===== src/rtl/mips_pkg.sv =====
`default_nettype none
// +----------------------------------------------------------------------------+
// | Module  : mips_pkg                                                         |
// | Purpose : Shared ALU opcode type and constants (used by alucontrol and the |
// |           execute stage) plus the execute-stage state encoding.           |
// | Ports   : none (package)                                                   |
// | Rev     : 1.0  initial release                                             |
// +----------------------------------------------------------------------------+
package mips_pkg;

  // 4-bit ALU operation code produced by alucontrol.
  typedef logic [3:0] aluop_t;

  localparam aluop_t ALU_NONE = 4'd0;
  localparam aluop_t ALU_ADD  = 4'd2;
  localparam aluop_t ALU_SLL  = 4'd3;
  localparam aluop_t ALU_SRL  = 4'd4;
  localparam aluop_t ALU_SUB  = 4'd6;

  // Execute-stage control states.
  typedef enum logic [1:0] {
    EX_IDLE  = 2'd0,  // no op in flight, no result held
    EX_SHIFT = 2'd1,  // serial shifter running
    EX_DONE  = 2'd2   // result register valid
  } ex_state_t;

  // True for the two opcodes that go through the serial shifter.
  function automatic logic is_shift_op(input aluop_t op);
    return (op == ALU_SLL) || (op == ALU_SRL);
  endfunction

endpackage : mips_pkg
`default_nettype wire


===== src/rtl/alu_exec_stage_serial_shifter.sv =====
`default_nettype none
// +----------------------------------------------------------------------------+
// | Module  : serial_shifter                                                   |
// | Purpose : Logical shifter that moves one bit position per clock.          |
// | Ports   : clk, reset   - clock, synchronous active-high reset              |
// |           clear        - abandon any shift in progress                     |
// |           load         - capture data_in/shamt/dir and start shifting      |
// |           dir          - 0 = shift left, 1 = shift right (zero fill)       |
// |           shamt        - number of positions (must be non-zero on load)    |
// |           data_in      - value to shift                                    |
// |           busy         - a shift is in progress                            |
// |           done         - the current cycle performs the final shift        |
// |           result       - work value after this cycle's shift               |
// | Rev     : 1.0  initial release                                             |
// +----------------------------------------------------------------------------+
module serial_shifter
  import mips_pkg::*;
#(
  parameter int XLEN    = 32,
  parameter int SHAMT_W = 5
) (
  input  logic               clk,
  input  logic               reset,
  input  logic               clear,
  input  logic               load,
  input  logic               dir,
  input  logic [SHAMT_W-1:0] shamt,
  input  logic [XLEN-1:0]    data_in,
  output logic               busy,
  output logic               done,
  output logic [XLEN-1:0]    result
);

  logic [XLEN-1:0]    work_q, work_d;
  logic [SHAMT_W-1:0] count_q, count_d;
  logic               dir_q, dir_d;
  logic               active_q, active_d;
  logic [XLEN-1:0]    shifted;

  always_comb begin
    shifted  = dir_q ? {1'b0, work_q[XLEN-1:1]} : {work_q[XLEN-2:0], 1'b0};
    work_d   = work_q;
    count_d  = count_q;
    dir_d    = dir_q;
    active_d = active_q;
    if (clear) begin
      active_d = 1'b0;
      count_d  = '0;
    end else if (load) begin
      work_d   = data_in;
      count_d  = shamt;
      dir_d    = dir;
      active_d = 1'b1;
    end else if (active_q) begin
      work_d  = shifted;
      count_d = count_q - SHAMT_W'(1);
      // Last shift (count 1) ends the run; a zero count can only arise from a
      // misuse of load and is treated as immediately finished.
      if (count_q <= SHAMT_W'(1)) begin
        active_d = 1'b0;
        count_d  = '0;
      end
    end
  end

  always_ff @(posedge clk) begin
    if (reset) begin
      work_q   <= '0;
      count_q  <= '0;
      dir_q    <= 1'b0;
      active_q <= 1'b0;
    end else begin
      work_q   <= work_d;
      count_q  <= count_d;
      dir_q    <= dir_d;
      active_q <= active_d;
    end
  end

  assign busy   = active_q;
  // Completion is flagged in the cycle that performs the last shift so the
  // consumer can register the final value on the same edge.
  assign done   = active_q & (count_q == SHAMT_W'(1));
  assign result = shifted;

endmodule : serial_shifter
`default_nettype wire


===== src/rtl/alu_exec_stage.sv =====
`default_nettype none
// +----------------------------------------------------------------------------+
// | Module  : alu_exec_stage                                                   |
// | Purpose : Execute stage after ALU control. ADD/SUB/pass finish in one      |
// |           cycle; SLL/SRL run on a serial shifter (1 bit per cycle).        |
// |           Registered result and zero flag with valid/ready on both sides. |
// | Ports   : clk, reset          - clock, synchronous active-high reset       |
// |           flush               - drop in-flight op (below reset)            |
// |           in_valid/in_ready   - upstream handshake                         |
// |           in_aluop            - operation code (unknown codes = NONE)      |
// |           in_a, in_b          - operands                                   |
// |           in_shamt            - shift amount for SLL/SRL                   |
// |           out_valid/out_ready - downstream handshake                       |
// |           out_result,out_zero - registered result and (result == 0)       |
// | Rev     : 1.0  initial release                                             |
// +----------------------------------------------------------------------------+
module alu_exec_stage
  import mips_pkg::*;
#(
  parameter int XLEN    = 32,
  parameter int SHAMT_W = 5
) (
  input  logic               clk,
  input  logic               reset,
  input  logic               flush,
  input  logic               in_valid,
  output logic               in_ready,
  input  aluop_t             in_aluop,
  input  logic [XLEN-1:0]    in_a,
  input  logic [XLEN-1:0]    in_b,
  input  logic [SHAMT_W-1:0] in_shamt,
  output logic               out_valid,
  input  logic               out_ready,
  output logic [XLEN-1:0]    out_result,
  output logic               out_zero
);

  ex_state_t       state_q, state_d;
  logic [XLEN-1:0] result_q, result_d;
  logic            zero_q, zero_d;

  logic            accept;
  logic            needs_shift;
  logic            shift_load;
  logic            shift_dir;
  logic [XLEN-1:0] fast_result;
  logic            sh_busy;
  logic            sh_done;
  logic [XLEN-1:0] sh_result;

  // A held result that is being consumed frees the stage in the same cycle,
  // which is what gives back-to-back issue without a bubble.
  assign in_ready    = (state_q == EX_IDLE) | ((state_q == EX_DONE) & out_ready);
  assign accept      = in_valid & in_ready;
  assign needs_shift = is_shift_op(in_aluop) & (in_shamt != '0);
  // A flushed accept must not start the shifter either.
  assign shift_load  = accept & needs_shift & ~flush;
  assign shift_dir   = (in_aluop == ALU_SRL);

  // Single-cycle datapath; a zero-distance shift is a pass of operand b.
  always_comb begin
    fast_result = '0;
    case (in_aluop)
      ALU_ADD:          fast_result = in_a + in_b;
      ALU_SUB:          fast_result = in_a - in_b;
      ALU_SLL, ALU_SRL: fast_result = in_b;
      default:          fast_result = '0;
    endcase
  end

  serial_shifter #(
    .XLEN    (XLEN),
    .SHAMT_W (SHAMT_W)
  ) u_shifter (
    .clk     (clk),
    .reset   (reset),
    .clear   (flush),
    .load    (shift_load),
    .dir     (shift_dir),
    .shamt   (in_shamt),
    .data_in (in_b),
    .busy    (sh_busy),
    .done    (sh_done),
    .result  (sh_result)
  );

  always_comb begin
    state_d  = state_q;
    result_d = result_q;
    zero_d   = zero_q;
    if (accept) begin
      if (needs_shift) begin
        state_d = EX_SHIFT;
      end else begin
        state_d  = EX_DONE;
        result_d = fast_result;
        zero_d   = (fast_result == '0);
      end
    end else begin
      case (state_q)
        EX_SHIFT: begin
          // The zero flag is taken only from the final shifted value.
          if (sh_done) begin
            state_d  = EX_DONE;
            result_d = sh_result;
            zero_d   = (sh_result == '0);
          end else if (!sh_busy) begin
            state_d = EX_IDLE;
          end
        end
        EX_DONE: begin
          if (out_ready) begin
            state_d = EX_IDLE;
          end
        end
        default: state_d = state_q;
      endcase
    end
    // Flush discards everything, including an accept in this same cycle.
    if (flush) begin
      state_d  = EX_IDLE;
      result_d = result_q;
      zero_d   = zero_q;
    end
  end

  always_ff @(posedge clk) begin
    if (reset) begin
      state_q  <= EX_IDLE;
      result_q <= '0;
      zero_q   <= 1'b0;
    end else begin
      state_q  <= state_d;
      result_q <= result_d;
      zero_q   <= zero_d;
    end
  end

  assign out_valid  = (state_q == EX_DONE);
  assign out_result = result_q;
  assign out_zero   = zero_q;

endmodule : alu_exec_stage
`default_nettype wire

===== config.mk =====
export PLATFORM = sky130hd
export DESIGN_NAME = alu_exec_stage
export DESIGN_NICKNAME = d
export VERILOG_FILES = /design/src/rtl/mips_pkg.sv /design/src/rtl/alu_exec_stage_serial_shifter.sv /design/src/rtl/alu_exec_stage.sv
export SDC_FILE = /design/constraint.sdc
export NUM_CORES = 1
export LEC_CHECK = 0
export CAP_MARGIN = 25
export CORE_MARGIN = 2
export CORE_UTILIZATION = 50
export CTS_BUF_LIST = sky130_fd_sc_hd__clkbuf_4
export CTS_CLUSTER_SIZE = 30
export DETAILED_ROUTE_END_ITERATION = 7
export PLACE_DENSITY_LB_ADDON = 0.2
export REMOVE_ABC_BUFFERS = 1
export SETUP_SLACK_MARGIN = 0.3
export SLEW_MARGIN = 40
export SYNTH_ARGS = -nofsm -noshare
export SYNTH_HDL_FRONTEND = slang
export SYNTH_SLANG_ARGS = --single-unit

===== constraint.sdc =====
create_clock -name clk -period 9.5 [get_ports clk]
set_clock_uncertainty 0.05 [all_clocks]
set_input_delay 1.9 -clock clk [delete_from_list [all_inputs] [get_ports clk]]
set_output_delay 1.9 -clock clk [all_outputs]
set_load 0.01 [all_outputs]

Word-level counts from Yosys, hierarchy flattened
Cells that the tools add are included.

Word-level logic and storage cells: 68. Output and inout port bits: 35. Register bits after elaboration: 74.

Mux-type cells: 24. Reduce and logical (&&, ||, !) cells: 15. Add/sub/neg operators: 3. Order comparisons: 1. Eq/ne operators: 10. Bitwise gates (word level): 8.

Operator list (number): $mux 32 (7); $pmux 32 s3 (1); $logic_not 32->1 (2); $add 32x32->32 (1); $sub 32x32->32 (1); $mux 5 (3); $mux 2 (5); $eq 4x2->1 const B (2); $eq 4x3->1 const B (2); $mux 1 (7); $and 1x1->1 (6); $reduce_bool 2->1 (3); $eq 5x1->1 const B (1); $le 5x1->1 const B (1); $reduce_bool 5->1 (1); $sub 5x1->5 const B (1); $ne 4x4->1 const B (1); $pmux 2 s2 (1); $reduce_and 2->1 (2); $reduce_and 4->1 (1); $reduce_or 2->1 (2); $ne 3x1->1 const B (1); $reduce_and 3->1 (1); $reduce_bool 3->1 (1); other kinds (7) (7).

Depth between registers and ports, before layout
Depth in word-level cells: 8. Gate-level depth with buffers: 22. Gate-level depth less buffers: 21.

Hierarchy
A second synthesis with hierarchy kept.

Cells, all modules: 932. Area, all modules: 7454.6 sq um.

By module, submodules not included: alu_exec_stage (cells an instance 671, sequential area each 700.7 sq um, times used 1, area each 4688.2 sq um); serial_shifter (cells an instance 261, sequential area each 780.7 sq um, times used 1, area each 2766.4 sq um).

Worst setup path before layout
No wires, ideal clock.

Kind: input to register. From: input port in_b[5]. To: register zero_q, in the netlist out_zero. Path buffers: 1. Arrival: 6722 ps. Setup slack: 2640 ps. Required time: 9362 ps. Stages: 20. Cells stage by stage: or3_1 or2_2 nor3b_1 nand2_1 nor3_1 nand3_1 o21ai_0 xor2_1 ha_1 buf_6 and3_4 nand2_2 or4_4 a21oi_2 nor3b_2 a21o_1 a221o_1 or4_1 or4b_1 o32ai_2.

Word-level cells in the longest chain between the ends: 5. Elaborated cells between the ends (all ways): 6. Those cells by class: add/sub: 2; mux: 3; reduce/logical: 1.

Ends and longest elaborated chain: from (decl) (RTL line alu_exec_stage.sv:30) `input logic [XLEN-1:0] in_b,`; $sub 32x32->32 / $add 32x32->32 (equally long branches) (RTL line alu_exec_stage.sv:65, alu_exec_stage.sv:64); $pmux 32 s3 (*) (RTL line alu_exec_stage.sv:63) `case (in_aluop)`; $logic_not 32->1 (*) (RTL line alu_exec_stage.sv:97) `zero_d = (fast_result == '0);`; $mux 1 (*) (RTL line alu_exec_stage.sv:92) `if (needs_shift) begin`; $mux 1 (*) (RTL line alu_exec_stage.sv:91) `if (accept) begin`; to (signal assigned) (RTL line alu_exec_stage.sv:135) `zero_q <= zero_d;`; to (decl) (RTL line alu_exec_stage.sv:40) `logic zero_q, zero_d;`.

Mark *: on every way between the ends. The rest lies on a longest branch, timed or not. The select of a mux whose other input is x is not followed. A chain may end at the register's enable or synchronous reset.

Worst setup path after layout
From: input port in_b[4]. To: register zero_q, in the netlist out_zero.

The elaborated chain is that of the path after synthesis.

==> results.tsv <==
stage	metric	value	unit
synth	dominant synthesized flop cell	dfxtp_1	
global_routing	vias in the first global route	6529	
power	Comb power frac	36.9	%
synth	Unique masters post-synth	79	
cts	CTS tree	built	
place	RePlAce Congestion	0.940	
sta	WHS	0.405	ns
sta	Setup TNS	0	ns
floorplan	Chip Width	121	µm
cts	clock sinks	74	
power	worst vdd ir	65.0	µV
outcome	status	finished clean	
route	DRT antenna net count	0	
global_routing	initial antenna violation count	0	
hold_path	Min-Delay Path Class	reg2reg	
floorplan	Chip Height	121	µm
place	hpwl dp	16.0	mm
power	leakage power	3.04	nW
critical_path	Worst EP required	9.81	ns
finish	filler cell count	1309	
global_routing	overall global routing resource usage	29.3	%
power	Pint	0.000581	W
global_routing	first-pass GRT wire length	34.0	mm
floorplan	I/O pin total	113	
floorplan	std cell rows	42	
finish	# nets final	1115	
synth	synthesized cell area	6800	µm²
route	wire length per cell	18.1	µm
synth	area share of the largest cell type after synthesis	21.8	%
run	Max Cap Viol	0	
synth	Syn Inst Count	935	
global_routing	pin count of the biggest net entering global routing	69	
synth	Synth Area in Simple Gates	23.6	%
critical_path	CP Max Fanout	8	
cts	Inserted Clock Buffers	9	
sta	Max Freq	0.131	GHz
sta	Slew headroom	48.2	%
power	Reg power frac	35.9	%
synth	Synth Area in Compound Gates	30.5	%
cts	Clock Path Buffers	2	
route	Detailed Route WL	21.4	mm
power	Clk pwr share	27.1	%
cts	Skew-Pair Late Insertion Delay	0.45	ns
route	DR iter-0 viols	735	
finish	Area Overhead vs Synth	18.4	%
finish	most frequent cells in the layout	nand2_1 (162), a21oi_1 (113), clkdlybuf4s50_1 (111)	
synth	Syn. warnings	0	
sta	Tcrit/Tclk final	80.6	%
synth	Post-Synth XOR/XNOR Area	5.93	%
global_routing	grt ovf	0	
power	power density over the cells	111	nW/µm²
power	fraction of power spent switching nets	34.8	%
floorplan	die area	14500	µm²
finish	share of layout cells above drive strength 1	5.16	%
route	DRC viols	0	
critical_path	kind of critical path	in2reg	
synth	largest family of logic cells by synthesized area	compound AO/OA/AOI/OAI gates	
critical_path	CP Capture Type	register	
sta	actual slew at the worst max-slew pin	0.775	ns
synth	EDFF count, synth	0	
synth	Area contributors post-synth	dfxtp_1 (22%), nand2_1 (8.9%), a21oi_1 (8.3%)	
sta	fin crit period	7.66	ns
synth	Mapped Avg Cell Area	7.27	µm²
synth	FFs w/ async S/R, synth	0	%
finish	commonest non-fill, non-tap cell in the layout	nand2_1	
synth	Adder-Cell Fraction of Synth Area	6.55	%
route	first drt pass iteration count	6	
synth	sequential cell area fraction in the yosys report	21.8	%
sta	final setup vio count	0	
synth	Synth area leader	dfxtp_1	
place	PortBufs	112	
synth	Synth Register Bits	74	
sta	Slew Limit Fails	0	
cts	Setup Fix Bufs, Post-CTS	0	
power	sw power	0.000311	W
cts	CTS resizes	0	
route	vias	7243	
sta	unrepaired setup endpoints after global routing	no	
floorplan	core area	13200	µm²
synth	multiplexer share of the synthesized area	5.62	%
finish	Ant. Diodes	0	
cts	cts hold-fix bufs	0	
critical_path	WP data arrival	7.97	ns
sta	final hold viol count	0	
route	Vias/cell	6.12	
cts	H-tree level count	3	
floorplan	Starting Density	51.3	%
critical_path	type of origin of the critical path	input port	
cts	Clock transition at path regs	0.11	ns
cts	CTS root buffer	clkbuf_4	
layer usage:
| layer | up-vias | part of all wire, % | GRT usage, % |
|---|---|---|---|
| li1 | 3573 | - | - |
| met1 | 3311 | 46 | 44.6 |
| met2 | 330 | 43 | 43.0 |
| met3 | 29 | 8.5 | 3.25 |
| met4 | 0 | 2.0 | 8.79 |
| met5 | - | 0 | 0 |
flip-flops by register name, summed over array words and instances, names as in the netlist:
register	flops
out_zero	1
state_q	2
u_shifter.dir_q	1
out_result	32
u_shifter.work_q	32
u_shifter.busy	1
u_shifter.count_q	5
per-stage QoR:
step / total power (W) / util (%) / cells / area (µm²) / setup slack (ns)
floorplan: 0.000525 / - / 873 / 6450 / 2.61
global placement: 0.000648 / 59.4 / 1167 / 7860 / 1.59
detailed placement: 0.000647 / 59.4 / 1167 / 7870 / 1.49
CTS: 0.000888 / 60.8 / 1183 / 8050 / 1.95
global route: 0.000940 / 60.8 / 1183 / 8050 / 1.49
finish: 0.000892 / 60.8 / 1183 / 8050 / 1.84
logic make-up after synthesis:
| family | after synthesis |
|---|---|
| compound gates | 319 |
| xor+xnor | 46 |
| fa+ha+maj | 35 |
| buf+inv | 80 |
| flops | 74 |
| mux | 38 |
| simple gates | 343 |
cell usage after synthesis (5+ instances only):
master	count
nand2_1	162
a21oi_1	113
dfxtp_1	74
nor2_1	62
o211ai_1	48
clkbuf_1	45
o21ai_0	43
mux2i_1	37
ha_1	34
a211oi_1	26
xor2_1	25
nand4_1	21
xnor2_1	21
nand3_1	19
inv_1	18
nor3_1	13
o31ai_1	11
a31oi_1	10
and2_1	9
and3_1	9
a21o_1	8
clkbuf_8	7
o21a_1	7
nand2b_1	5
nor4_1	5
or2_2	5
or3_1	5
power groups by stage:
stage / clock network [W] / registers (W) / logic [W]
3_3_place_gp: 0 / 0.000328 / 0.000321
3_5_place_dp: 0 / 0.000328 / 0.000320
6_report: 0.000242 / 0.000321 / 0.000329
5_1_grt: 0.000260 / 0.000321 / 0.000359
4_1_cts: 0.000246 / 0.000321 / 0.000322
2_1_floorplan: 0 / 0.000329 / 0.000196
final timing paths:
kind         cells after the start                        start  slack, ns                          end
max reg2reg                     11      state_q[1]$_SDFFE_PP0P_       5.61        out_zero$_SDFFE_PP0P_
min                              2  out_result[29]$_SDFFE_PP0P_       0.41  out_result[29]$_SDFFE_PP0P_
min reg2reg                      2  out_result[29]$_SDFFE_PP0P_       0.41  out_result[29]$_SDFFE_PP0P_
max                             20                      in_b[4]       1.84        out_zero$_SDFFE_PP0P_
critical path, stage by stage:
cell and delay [ns]:
clkdlybuf4s50_1 0.53, or3_1 0.41, or2_2 0.31, nor3b_1 0.38, nand2_1 0.14, nor3_1 0.36, nand3_1 0.28, o21ai_0 0.26
xor2_1 0.10, ha_1 0.44, and3_4 0.25, nand2_2 0.07, or4_4 0.52, a21oi_2 0.15, nor3b_2 0.08, a21o_1 0.17
a221o_1 0.32, or4_1 0.51, or4b_1 0.55, o32ai_2 0.24
area by class of cell:
cell class              count  area (µm²)  area share (%)
inverters                  18        67.6           0.840
clock inverters             7         108            1.34
flip-flops and latches     74        1490            18.5
clock buffers               9        67.6           0.840
multi-input cells         781        4940            61.4
well taps                 176         220            2.74
repair buffers            118        1160            14.4
Note: power is estimated with default switching activity, not from simulation.
